File: src/rtl/mem_access_unit.sv
// rtl/mem_access_unit.sv - CPU MEM-stage initiator for a word-addressed data memory
//
// Purpose: accepts load/store requests, drives the data memory's rd_wr /
// endereco / entrada lines and returns load data taken from the memory's
// registered saida output. Byte and halfword loads select a lane and
// sign/zero extend it; byte and halfword stores do a read-modify-write.
// Misaligned requests and size 11 return resp_err without touching memory.
//
// Optional feature macro: MEM_ACCESS_COUNT_EN adds saturating load, store and
// error counters (ld_count, st_count, err_count).
//
// Ports:
//   Clk, Rst_n               clock (rising edge), synchronous active-low reset
//   req_valid / req_ready    request handshake; req_ready is high only in IDLE
//   req_we                   0 load, 1 store
//   req_size                 00 byte, 01 half, 10 word, 11 illegal
//   req_unsigned             zero-extend sub-word loads
//   req_addr                 byte address (little-endian lanes)
//   req_wdata                store data, right-aligned
//   resp_valid               one-cycle completion pulse
//   resp_rdata               load result (0 for stores and errors)
//   resp_err                 misaligned or illegal size
//   mem_rd_wr                memory strobe: 0 read, 1 write
//   mem_endereco             memory word address
//   mem_entrada              memory write data
//   mem_saida                memory read data, one-cycle latency
//   ld_count, st_count, err_count   statistics (MEM_ACCESS_COUNT_EN only)

module mem_access_unit #(
  parameter int ADDR_W = 10,
  parameter int CNT_W  = 16
) (
  input  logic              Clk,
  input  logic              Rst_n,
  input  logic              req_valid,
  output logic              req_ready,
  input  logic              req_we,
  input  logic [1:0]        req_size,
  input  logic              req_unsigned,
  input  logic [ADDR_W+1:0] req_addr,
  input  logic [31:0]       req_wdata,
  output logic              resp_valid,
  output logic [31:0]       resp_rdata,
  output logic              resp_err,
  output logic              mem_rd_wr,
  output logic [ADDR_W-1:0] mem_endereco,
  output logic [31:0]       mem_entrada,
`ifdef MEM_ACCESS_COUNT_EN
  output logic [CNT_W-1:0]  ld_count,
  output logic [CNT_W-1:0]  st_count,
  output logic [CNT_W-1:0]  err_count,
`endif
  input  logic [31:0]       mem_saida
);

  localparam logic [2:0] S_IDLE = 3'd0;
  localparam logic [2:0] S_RD   = 3'd1;
  localparam logic [2:0] S_DATA = 3'd2;
  localparam logic [2:0] S_WR   = 3'd3;
  localparam logic [2:0] S_RESP = 3'd4;

  localparam logic [1:0] SZ_BYTE = 2'b00;
  localparam logic [1:0] SZ_HALF = 2'b01;
  localparam logic [1:0] SZ_WORD = 2'b10;

  logic [2:0]  state;
  logic        we_q;
  logic [1:0]  size_q;
  logic        uns_q;
  logic [1:0]  lane_q;
  logic [31:0] wdata_q;

  logic        req_fire;
  logic        req_bad;
  logic [7:0]  byte_sel;
  logic [15:0] half_sel;
  logic [31:0] load_val;
  logic [31:0] merged;

  assign req_ready = (state == S_IDLE);
  assign req_fire  = req_valid && req_ready;

  always_comb begin
    req_bad = 1'b0;
    case (req_size)
      SZ_BYTE: req_bad = 1'b0;
      SZ_HALF: req_bad = req_addr[0];
      SZ_WORD: req_bad = (req_addr[1:0] != 2'b00);
      default: req_bad = 1'b1;
    endcase
  end

  // Lane extraction and extension for loads; mem_saida is valid in DATA.
  always_comb begin
    byte_sel = 8'h00;
    case (lane_q)
      2'd0: byte_sel = mem_saida[7:0];
      2'd1: byte_sel = mem_saida[15:8];
      2'd2: byte_sel = mem_saida[23:16];
      default: byte_sel = mem_saida[31:24];
    endcase
    half_sel = lane_q[1] ? mem_saida[31:16] : mem_saida[15:0];
    load_val = mem_saida;
    case (size_q)
      SZ_BYTE: load_val = uns_q ? {24'h000000, byte_sel} : {{24{byte_sel[7]}}, byte_sel};
      SZ_HALF: load_val = uns_q ? {16'h0000, half_sel} : {{16{half_sel[15]}}, half_sel};
      default: load_val = mem_saida;
    endcase
  end

  // Merge the store data into the word just read for sub-word stores.
  always_comb begin
    merged = mem_saida;
    if (size_q == SZ_BYTE) begin
      case (lane_q)
        2'd0: merged[7:0]   = wdata_q[7:0];
        2'd1: merged[15:8]  = wdata_q[7:0];
        2'd2: merged[23:16] = wdata_q[7:0];
        default: merged[31:24] = wdata_q[7:0];
      endcase
    end else if (lane_q[1]) begin
      merged[31:16] = wdata_q[15:0];
    end else begin
      merged[15:0] = wdata_q[15:0];
    end
  end

  always_ff @(posedge Clk) begin
    if (!Rst_n) begin
      state        <= S_IDLE;
      we_q         <= 1'b0;
      size_q       <= 2'b00;
      uns_q        <= 1'b0;
      lane_q       <= 2'b00;
      wdata_q      <= 32'h0;
      resp_valid   <= 1'b0;
      resp_rdata   <= 32'h0;
      resp_err     <= 1'b0;
      mem_rd_wr    <= 1'b0;
      mem_endereco <= '0;
      mem_entrada  <= 32'h0;
    end else begin
      case (state)
        S_IDLE: begin
          if (req_fire) begin
            we_q    <= req_we;
            size_q  <= req_size;
            uns_q   <= req_unsigned;
            lane_q  <= req_addr[1:0];
            wdata_q <= req_wdata;
            if (req_bad) begin
              state      <= S_RESP;
              resp_valid <= 1'b1;
              resp_err   <= 1'b1;
              resp_rdata <= 32'h0;
            end else if (req_we && (req_size == SZ_WORD)) begin
              state        <= S_WR;
              mem_rd_wr    <= 1'b1;
              mem_endereco <= req_addr[ADDR_W+1:2];
              mem_entrada  <= req_wdata;
            end else begin
              // Loads and sub-word stores both start with a read.
              state        <= S_RD;
              mem_rd_wr    <= 1'b0;
              mem_endereco <= req_addr[ADDR_W+1:2];
            end
          end
        end
        S_RD: state <= S_DATA;
        S_DATA: begin
          if (we_q) begin
            state       <= S_WR;
            mem_rd_wr   <= 1'b1;
            mem_entrada <= merged;
          end else begin
            state      <= S_RESP;
            resp_valid <= 1'b1;
            resp_err   <= 1'b0;
            resp_rdata <= load_val;
          end
        end
        S_WR: begin
          // The memory samples the write on the edge that leaves WR.
          state      <= S_RESP;
          mem_rd_wr  <= 1'b0;
          resp_valid <= 1'b1;
          resp_err   <= 1'b0;
          resp_rdata <= 32'h0;
        end
        S_RESP: begin
          state      <= S_IDLE;
          resp_valid <= 1'b0;
          resp_err   <= 1'b0;
          resp_rdata <= 32'h0;
        end
        default: begin
          state     <= S_IDLE;
          mem_rd_wr <= 1'b0;
        end
      endcase
    end
  end

`ifdef MEM_ACCESS_COUNT_EN
  // Counters advance at the end of the resp_valid cycle and stick at all-ones.
  always_ff @(posedge Clk) begin
    if (!Rst_n) begin
      ld_count  <= '0;
      st_count  <= '0;
      err_count <= '0;
    end else if (state == S_RESP) begin
      if (resp_err) begin
        if (err_count != '1) err_count <= err_count + CNT_W'(1);
      end else if (we_q) begin
        if (st_count != '1) st_count <= st_count + CNT_W'(1);
      end else begin
        if (ld_count != '1) ld_count <= ld_count + CNT_W'(1);
      end
    end
  end
`endif

endmodule
File: config.mk
export PLATFORM = sky130hd
export DESIGN_NAME = mem_access_unit
export DESIGN_NICKNAME = d
export VERILOG_FILES = /design/src/rtl/mem_access_unit.sv
export SDC_FILE = /design/constraint.sdc
export NUM_CORES = 1
export LEC_CHECK = 0
export CORE_ASPECT_RATIO = 0.5
export CORE_MARGIN = 3
export CORE_UTILIZATION = 46
export CTS_CLUSTER_DIAMETER = 150
export DETAILED_ROUTE_END_ITERATION = 10
export PLACE_DENSITY = 0.84
export SYNTH_ARGS = -nofsm -noshare
export SYNTH_HDL_FRONTEND = slang
export SYNTH_SLANG_ARGS = --single-unit
File: constraint.sdc
create_clock -name Clk -period 2.35 [get_ports Clk]
set_clock_uncertainty 0.15 [all_clocks]
set_input_delay 0.235 -clock Clk [delete_from_list [all_inputs] [get_ports Clk]]
set_output_delay 0.235 -clock Clk [all_outputs]
set_load 0.01 [all_outputs]
# After elaboration in Yosys (flattened, before gate mapping)
# Cells that the tools add are included.
# op_classes
eq_ne,15
mux,38
bitwise,2
n_reduce_logical,19
# op_table
operator,n
2-to-1 mux 32 bit,10
case mux 32 bit (2 select lines),2
case mux 32 bit (3 select lines),1
2-to-1 mux 16 bit,3
2-to-1 mux 8 bit,4
case mux 8 bit (3 select lines),1
case mux 3 bit (4 select lines),1
AND reduction 4 bit,3
2-to-1 mux 3 bit,3
case mux 1 bit (3 select lines),3
2-to-1 mux 1 bit,8
"equality test 2 x 1 -> 1 bit, second input constant",3
"equality test 3 x 2 -> 1 bit, second input constant",2
zero test 2 bit,3
"inequality test 2 x 1 -> 1 bit, second input constant",3
"inequality test 2 bit, second input constant",3
AND reduction 5 bit,1
"equality test 2 bit, second input constant",2
case mux 1 bit (4 select lines),1
nonzero test 2 bit,2
nonzero test 4 bit,1
OR reduction 2 bit,2
"equality test 3 x 1 -> 1 bit, second input constant",1
"equality test 3 bit, second input constant",1
8 further kinds,10
# totals
register_bits,102
in_bits,83
out_inout_bits,78
word_cells,86

# Depth between registers and ports, before layout
# depth
word_depth,6
ltp_mapped,7
depth_no_buf,4

# Worst setup path before layout
# No wires, ideal clock.
# synth_path
path_type,reg-to-reg
start,reg state[1]
end,reg resp_rdata[16]
setup_ps,122
t_arrival_ps,1601
t_required_ps,2078
setup_slack_ps,478
stages_incl_launch_ff,7
path_cell_list,dfxtp_1 or2_4 nor4b_2 and4b_1 buf_6 buf_6 a221o_1
# synth_via
elab_chain_len,4
elab_cells_between_ends,12
classes_between,6 x eq/ne; 1 x mux; 5 x reduce/logical
# synth_rtl
element,line,source
"start, declared",66,logic [2:0] state;
"start signal, assigned",130,state <= S_IDLE;
"start signal, assigned",152,state <= S_RESP;
"start signal, assigned",157,state <= S_WR;
"equality test 3 x 2 -> 1 bit, or another cell as far along",143,case (state)
OR reduction 2 bit (no source line) or logical AND 1 bit (tied branches),--,
nonzero test 3 bit (no source line) or inequality test 2 x 1 -> 1 bit (tied branches),--,
AND reduction 4 bit (no source line),--,
"end signal, assigned",179,resp_rdata <= load_val;
"end, declared",43,"output logic [31:0] resp_rdata,"
# Parallel ways exist; a longest one is shown, timed or not.
# A chain may end at the register's enable or synchronous reset.

# Worst setup path in the final report
# layout_path
start,reg state[0]
end,out req_ready
# layout_via
elab_chain_len,1
# layout_rtl
element,line,source
zero test 3 bit,80,assign req_ready = (state == S_IDLE);
"end, declared",36,"output logic req_ready,"
# No other way between the ends.

==> metrics list <==
- Run status: complete, no violations
- At the end of the flow, the number of nets in the layout was 806.
- Worst setup EP type: output port
- Starting density of the core: 0.495
- Level count of the clock H-tree: 3
- Number of buffers inserted during clock tree synthesis: 9
- Among all cell types in the netlist, the one instantiated most often is dfxtp_1.
* Cell depth of the worst flop-to-flop path: 5
* Pwr per Cell Area: 577 nW/um^2
- PnR worst setup slack: 0.122 ns
- The worst setup path is launched from a register.
- Cell leakage power: 2.52 nW
- Number of instances in the synthesized netlist: 568
* Fraction of power spent switching nets: 0.287
* Buffer depth of the longest clock path: 2
- Met2 wire len: 7660 um
* Top routing layer used: met4
- Final period utilization: 0.948
- Sequential fraction of design power: 0.458
* Post-synthesis register bit count: 102
* Class of the most critical hold timing path: input port to register
- Unrepaired setup endpoints after global routing: no
- DRC violations left: 0
* Largest stage delay, worst path: 0.55 ns
* Post-Synthesis Mean Instance Area: 8.62 um^2
- In the synthesized netlist the dominant register cell turns out to be dfxtp_1.
- Fin crit period: 2.23 ns
- Via count of the first global-routing pass: 4,970
- In this run, placement finished with an instance count of 847.
- In the synthesized netlist the async set-or-reset flop fraction comes to 0.
- Maximum ir drop on the vdd rail: 0.374 mV
- Worst setup endpoint: req_ready
* Total count of hold-check failures in the final report: 0
* Cell-internal power: 0.00288 W
- Routed length on met3: 1510 um
- Metal-1 WL: 7080 um
- Clk slew on worst S/H paths: 0.07 ns
* Antenna diode count: 0
- Number of antenna violations at the first check in global routing: 0
* Worst Tran Pin Value: 0.718 ns
- Sinks on the clock net: 102
- Total standard cell area after synthesis: 4900 um^2
- On the critical path, the stage with the largest delay is an instance of clkdlybuf4s50_1.
* Total routed wirelength: 16,600 um
- The share of total power dissipated in the clock network is 0.350.
- Total power for the finished layout comes to 0.00404 W.
* Top achievable clock speed: 449 MHz
* Die area: 12,000 um^2
- With fillers left out, the area of the finished cells amounts to 7000 um^2.
- Last weighted congestion value of the routability-driven placer: 0.893
- Post-synthesis cell type with the largest combined area: dfxtp_1
* Vias per cell: 6.10
* Worst R2R Setup Slack: 0.15 ns
* Post-detailed-placement cell area: 6720 um^2
- Clk Tree Root Cell: clkbuf_16
- Slew margin rel.: 0.520
- In this run the worst path has a maximum fanout of 11.
* Fin cells: 863
- Total nets after synthesis: 651
- The critical path in this run is classified as register to output port.
- Layout overhead on the synthesized area: 42.9%
- Crit path launch: state[0]
- First-pass iteration count of the detailed router: 5
* Y dimension of the die: 79.0 um
* Distinct cell type count after synthesis: 53
- Top cell types by occurrence after synthesis: 102 x dfxtp_1, 70 x nand2_1, 47 x a21oi_1, 42 x o21ai_0, 38 x nor2_1
- 161 I/O pins were placed.
- Once detail routing completed, the nets flagged for antenna violations numbered 0.
- The share of total power dissipated in combinational logic is 0.193.
- Critical R2R Capture: resp_rdata[11]
- Traced cell by cell, the critical path runs through buf_4, or2_2, nor2_1, clkdlybuf4s50_1.
- Seq/Total Area, Yosys: 0.417
- Arrival @ worst endpoint: 1.84 ns
* Area of the core: 9880 um^2
- After detailed routing, the average wire length per cell comes to 19.2 um.
- Of the cells placed in the final design, the portion with a size suffix greater than 1 is 0.0948.
- The first global-routing pass estimated 26,300 um of wire.
- Largest net degree at the start of global routing: 39
* Final setup fails: 0
* Post-Route Setup TNS: 0 ns
- Clock tree from TritonCTS: done
- The first routing iteration left 496 violations.
* Post-placement worst setup slack: 0.00998 ns
- Total congestion overflow after global routing: 0
* Reg2reg start: lane_q[1]
- The routed layout has 5,268 vias.
- The clock reaches the later pin of the worst-skew pair after 0.35 ns.
- The floorplan has 25 rows.
* Number of maximum-capacitance violations: 0
* Ys Warns: 0
- Data required time at the worst endpoint: 1.97 ns
* Buffers added on ports: 160
- Area contributors post-synth: dfxtp_1 42%, nand2_1 5.4%, a21oi_1 4.8%
- Post-detailed-placement half-perimeter wirelength: 12,300 um
* Max-slew violation total from the final report: 0
* Global routing usage summed across all routing layers: 0.270
- Buffers added to address setup during post-CTS repair amount to 0.
* EDFF count, synth: 0
- The analysis attributes to net switching a power of 0.00116 W.
* Area share of the largest cell type after synthesis: 0.417
- Die Width: 152 um
[critical path: cells and delay by family, from the launching register on]
family / cells / cell delay [ns]
DFF: 1 / 0.31
buffers and inverters: 2 / 0.73
and+or+nand+nor: 2 / 0.45
[registers in the layout, summed over array words and instances, names as in the netlist]
signal	cells
size_q	2
lane_q	2
uns_q	1
resp_valid	1
mem_entrada	32
state	3
we_q	1
mem_rd_wr	1
resp_rdata	32
mem_endereco	10
resp_err	1
wdata_q	16
[cell usage in the layout (no fill, tap or decap), drive strengths merged, types with 2 or more instances in the layout]
| cell | n |
|---|---|
| nor4b | 2 |
| a41o | 2 |
| mux2i | 12 |
| o32ai | 8 |
| o2bb2ai | 14 |
| clkdlybuf4s50 | 160 |
| o21ai | 42 |
| o21a | 9 |
| and3 | 3 |
| o221ai | 16 |
| clkinv | 5 |
| buf | 31 |
| and2 | 3 |
| nor2 | 39 |
| o211ai | 2 |
| mux2 | 8 |
| dfxtp | 102 |
| a311oi | 16 |
| a32o | 11 |
| a21boi | 7 |
| clkbuf | 9 |
| clkinvlp | 2 |
| nor4 | 2 |
| a211oi | 8 |
| or2 | 3 |
| nand2b | 10 |
| inv | 20 |
| nor2b | 10 |
| nor3b | 2 |
| a221o | 16 |
| nor3 | 18 |
| a21oi | 48 |
| o311ai | 5 |
| nand2 | 70 |
| nand3b | 2 |
[power by group through the flow]
stage,Clock (W),Sequential (W),Combinational [W]
after floorplan,0,0.00188,0.000396
after global placement,0,0.00188,0.000742
after detailed placement,0,0.00188,0.000758
after CTS,0.00142,0.00185,0.000767
after global routing,0.00148,0.00186,0.000840
final,0.00141,0.00185,0.000778
[area by class of cell]
| type | count | area [um^2] |
|---|---|---|
| Inverter | 20 | 75.1 |
| Clock inverter | 7 | 47.5 |
| Sequential cell | 102 | 2040 |
| Clock buffer | 9 | 225 |
| Multi-Input combinational cell | 399 | 2570 |
| Tap cell | 135 | 169 |
| Fill cell | 767 | 2890 |
| Timing Repair Buffer | 191 | 1870 |
[worst min path at each step]
stage / startpoint / end / slack [ns] / cells after the start
floorplan: Rst_n / resp_valid / 0.22 / 1
global placement: mem_entrada[22] / mem_entrada[22] / 0.29 / 2
detailed placement: wdata_q[13] / wdata_q[13] / 0.30 / 2
CTS: req_unsigned / uns_q / 0.29 / 3
global route: req_unsigned / uns_q / 0.30 / 3
finish: req_unsigned / uns_q / 0.29 / 3
[per-stage QoR]
step                      utilization  hold slack (ns)
after global routing            0.708            0.298
after CTS                       0.707            0.288
after floorplan                     -            0.216
final                           0.708            0.291
after global placement          0.680            0.291
after detailed placement        0.680            0.298
[layer usage]
metal / vias to the layer above / track usage
met2: 281 / 0.438
met3: 37 / 0.0664
met5: - / 0
met4: 0 / 0.0789
met1: 2525 / 0.360
li1: 2425 / -
[logic make-up after synthesis]
group	after synthesis	synth area share
simple gates	166	0.163
buf+inv	67	0.0616
mux	21	0.0475
compound gates	212	0.311
flops	102	0.417
[timing repair]
item | 4_1_cts | 5_1_grt
gates resized for setup | 0 | 2
hold buffers | 0 | 0
setup endpoints to repair | 0 | 4
Note: power is estimated with default switching activity, not from simulation.
==> RTL change (config.mk and constraints unchanged) <==
Set the parameter `ADDR_W` to 12 (it was 10).
--- a/src/rtl/mem_access_unit.sv
+++ b/src/rtl/mem_access_unit.sv
@@ -28,5 +28,5 @@
 
 module mem_access_unit #(
-  parameter int ADDR_W = 10,
+  parameter int ADDR_W = 12,
   parameter int CNT_W  = 16
 ) (
Interface: changed (resized mem_endereco and req_addr); port bits go from 161 to 165. No check against the original RTL was run, so the function may have changed too.
==> RTL change against the original RTL <==
- synthesized area increased by 4.8%
- die area increased by 4.5%
- cell area increased by 3.0%
- register-to-register slack improved by 30 ps
- largest cell class unchanged
- first-iteration DRC count increased by 19%
- largest power group unchanged
- sequential cell count increased by 2
- setup slack improved by 54 ps
- routed wire length decreased by 0.46%
- worst hold slack improved by 20 ps
- power increased by 5.1%
==> RTL change: results (changes against the original RTL) <==
.. list-table::
   :header-rows: 1

   * - Metric
     - Value
   * - Share of cell area taken by muxes after synthesis
     - 8.098% (was 4.752%)
   * - Final instance count without filler cells
     - 870 (was 863)
   * - Synth cell types
     - 52 (was 53)
   * - Cell family contributing the most delay on the critical path
     - compound AO/OA/AOI/OAI gates (was buffers and inverters)
   * - Ratio of cells with drive above 1 in the final layout
     - 10.00% (was 9.478%)
   * - Run status
     - complete, no violations (unchanged)
   * - Wire length on met1
     - 7162 microns (was 7080 microns)
   * - Final GP Congestion
     - 0.9806 (was 0.8931)
   * - Total Nets Final
     - 810 (was 806)
   * - Synth top area cells
     - sky130_fd_sc_hd__dfxtp_1 41%, sky130_fd_sc_hd__mux2i_1 5.5%, sky130_fd_sc_hd__nand2_1 4.7%, sky130_fd_sc_hd__a21oi_1 4.6%, sky130_fd_sc_hd__nor2_1 3.8% (was sky130_fd_sc_hd__dfxtp_1 42%, sky130_fd_sc_hd__nand2_1 5.4%, sky130_fd_sc_hd__a21oi_1 4.8%, sky130_fd_sc_hd__o21ai_0 4.3%, sky130_fd_sc_hd__a221o_1 3.3%)
   * - Compound-Gate Fraction of Synth Area
     - 30.61% (was 31.09%)
   * - Final min period
     - 2174 ps (was 2228 ps)
   * - Pre-CTS setup slack
     - -17.72 ps (was 9.981 ps)
   * - Leakage Power
     - 2.744 nW (was 2.521 nW)
   * - Met1 Use GR
     - 36.85% (was 35.96%)
   * - Top cells by instance count after synthesis
     - 104 x sky130_fd_sc_hd__dfxtp_1, 64 x sky130_fd_sc_hd__nand2_1, 52 x sky130_fd_sc_hd__nor2_1 (was 102 x sky130_fd_sc_hd__dfxtp_1, 70 x sky130_fd_sc_hd__nand2_1, 47 x sky130_fd_sc_hd__a21oi_1)
   * - Maximum resistive drop on vdd
     - 0.0003685 V (was 0.0003740 V)
   * - Count of port buffers added during placement
     - 164 (was 160)
   * - Stage delay of the slowest cell on the critical path
     - 600 ps (was 550 ps)
   * - DPL Wire Length
     - 12330 microns (was 12340 microns)
   * - Via count of the first global-routing pass
     - 5002 (was 4970)
   * - Met2 track demand over resource
     - 41.51% (was 43.85%)
   * - Max_slew headroom
     - 28.45% (was 52.00%)
   * - Cell with the largest stage delay on the worst path
     - sky130_fd_sc_hd__dfxtp_1 (was sky130_fd_sc_hd__clkdlybuf4s50_1)
   * - Post-detailed-placement cell area
     - 0.006913 sq mm (was 0.006720 sq mm)
   * - Total of fill cells in the finished design
     - 849 (was 767)
==> RTL change: changes by cell type after synthesis, sizes merged, moves of 6 or more <==
cell	unedited run	this run
a211oi	8	1
a21o	1	16
a221o	16	0
a22o	0	17
a32o	11	17
buf	16	22
inv	18	6
mux2i	12	28
nand2	70	64
nand2b	10	19
nor2	39	52
nor3	18	10
o32ai	8	0
==> RTL change: kinds of logic after synthesis <==
family	after synthesis
AOI/OAI and AO/OA	209
muxes	38
buffers and inverters	54
DFF	104
and+or+nand+nor	166
==> RTL change: area by class of cell <==
class                   count  area share, %
clock buffers              10          3.175
flip-flops and latches    104          28.87
multi-input cells         413          38.50
well taps                 140          2.429
repair buffers            191          25.75
inverters                   6         0.3123
clock inverters             6         0.9715
==> RTL change: power breakdown <==
part | internal (mW) | leakage (nW) | total [mW] | switching (mW)
Sequential | 1.82 | 0.844 | 1.88 | 0.0560
Combinational | 0.403 | 1.77 | 0.853 | 0.450
Clock | 0.830 | 0.135 | 1.51 | 0.681
==> RTL change: path summary, 6_finish.rpt <==
| path | startpoint | endpoint | slack [ps] | cells after the start |
|---|---|---|---|---|
| worst min register to register | wdata_q[12]$_SDFFE_PN0P_ | wdata_q[12]$_SDFFE_PN0P_ | 310 | 2 |
| worst max register to register | size_q[0]$_SDFFE_PN0P_ | mem_entrada[9]$_SDFFE_PN0P_ | 180 | 4 |
| worst max-delay path | size_q[0]$_SDFFE_PN0P_ | mem_entrada[9]$_SDFFE_PN0P_ | 180 | 4 |
| worst min-delay path | req_wdata[1] | wdata_q[1]$_SDFFE_PN0P_ | 310 | 3 |
==> RTL change: worst register-to-register path, delay by kind of cell, from the launching register on <==
family	cells	cell delay, ps
simple gates	1	190
flops	1	600
compound gates	3	1140
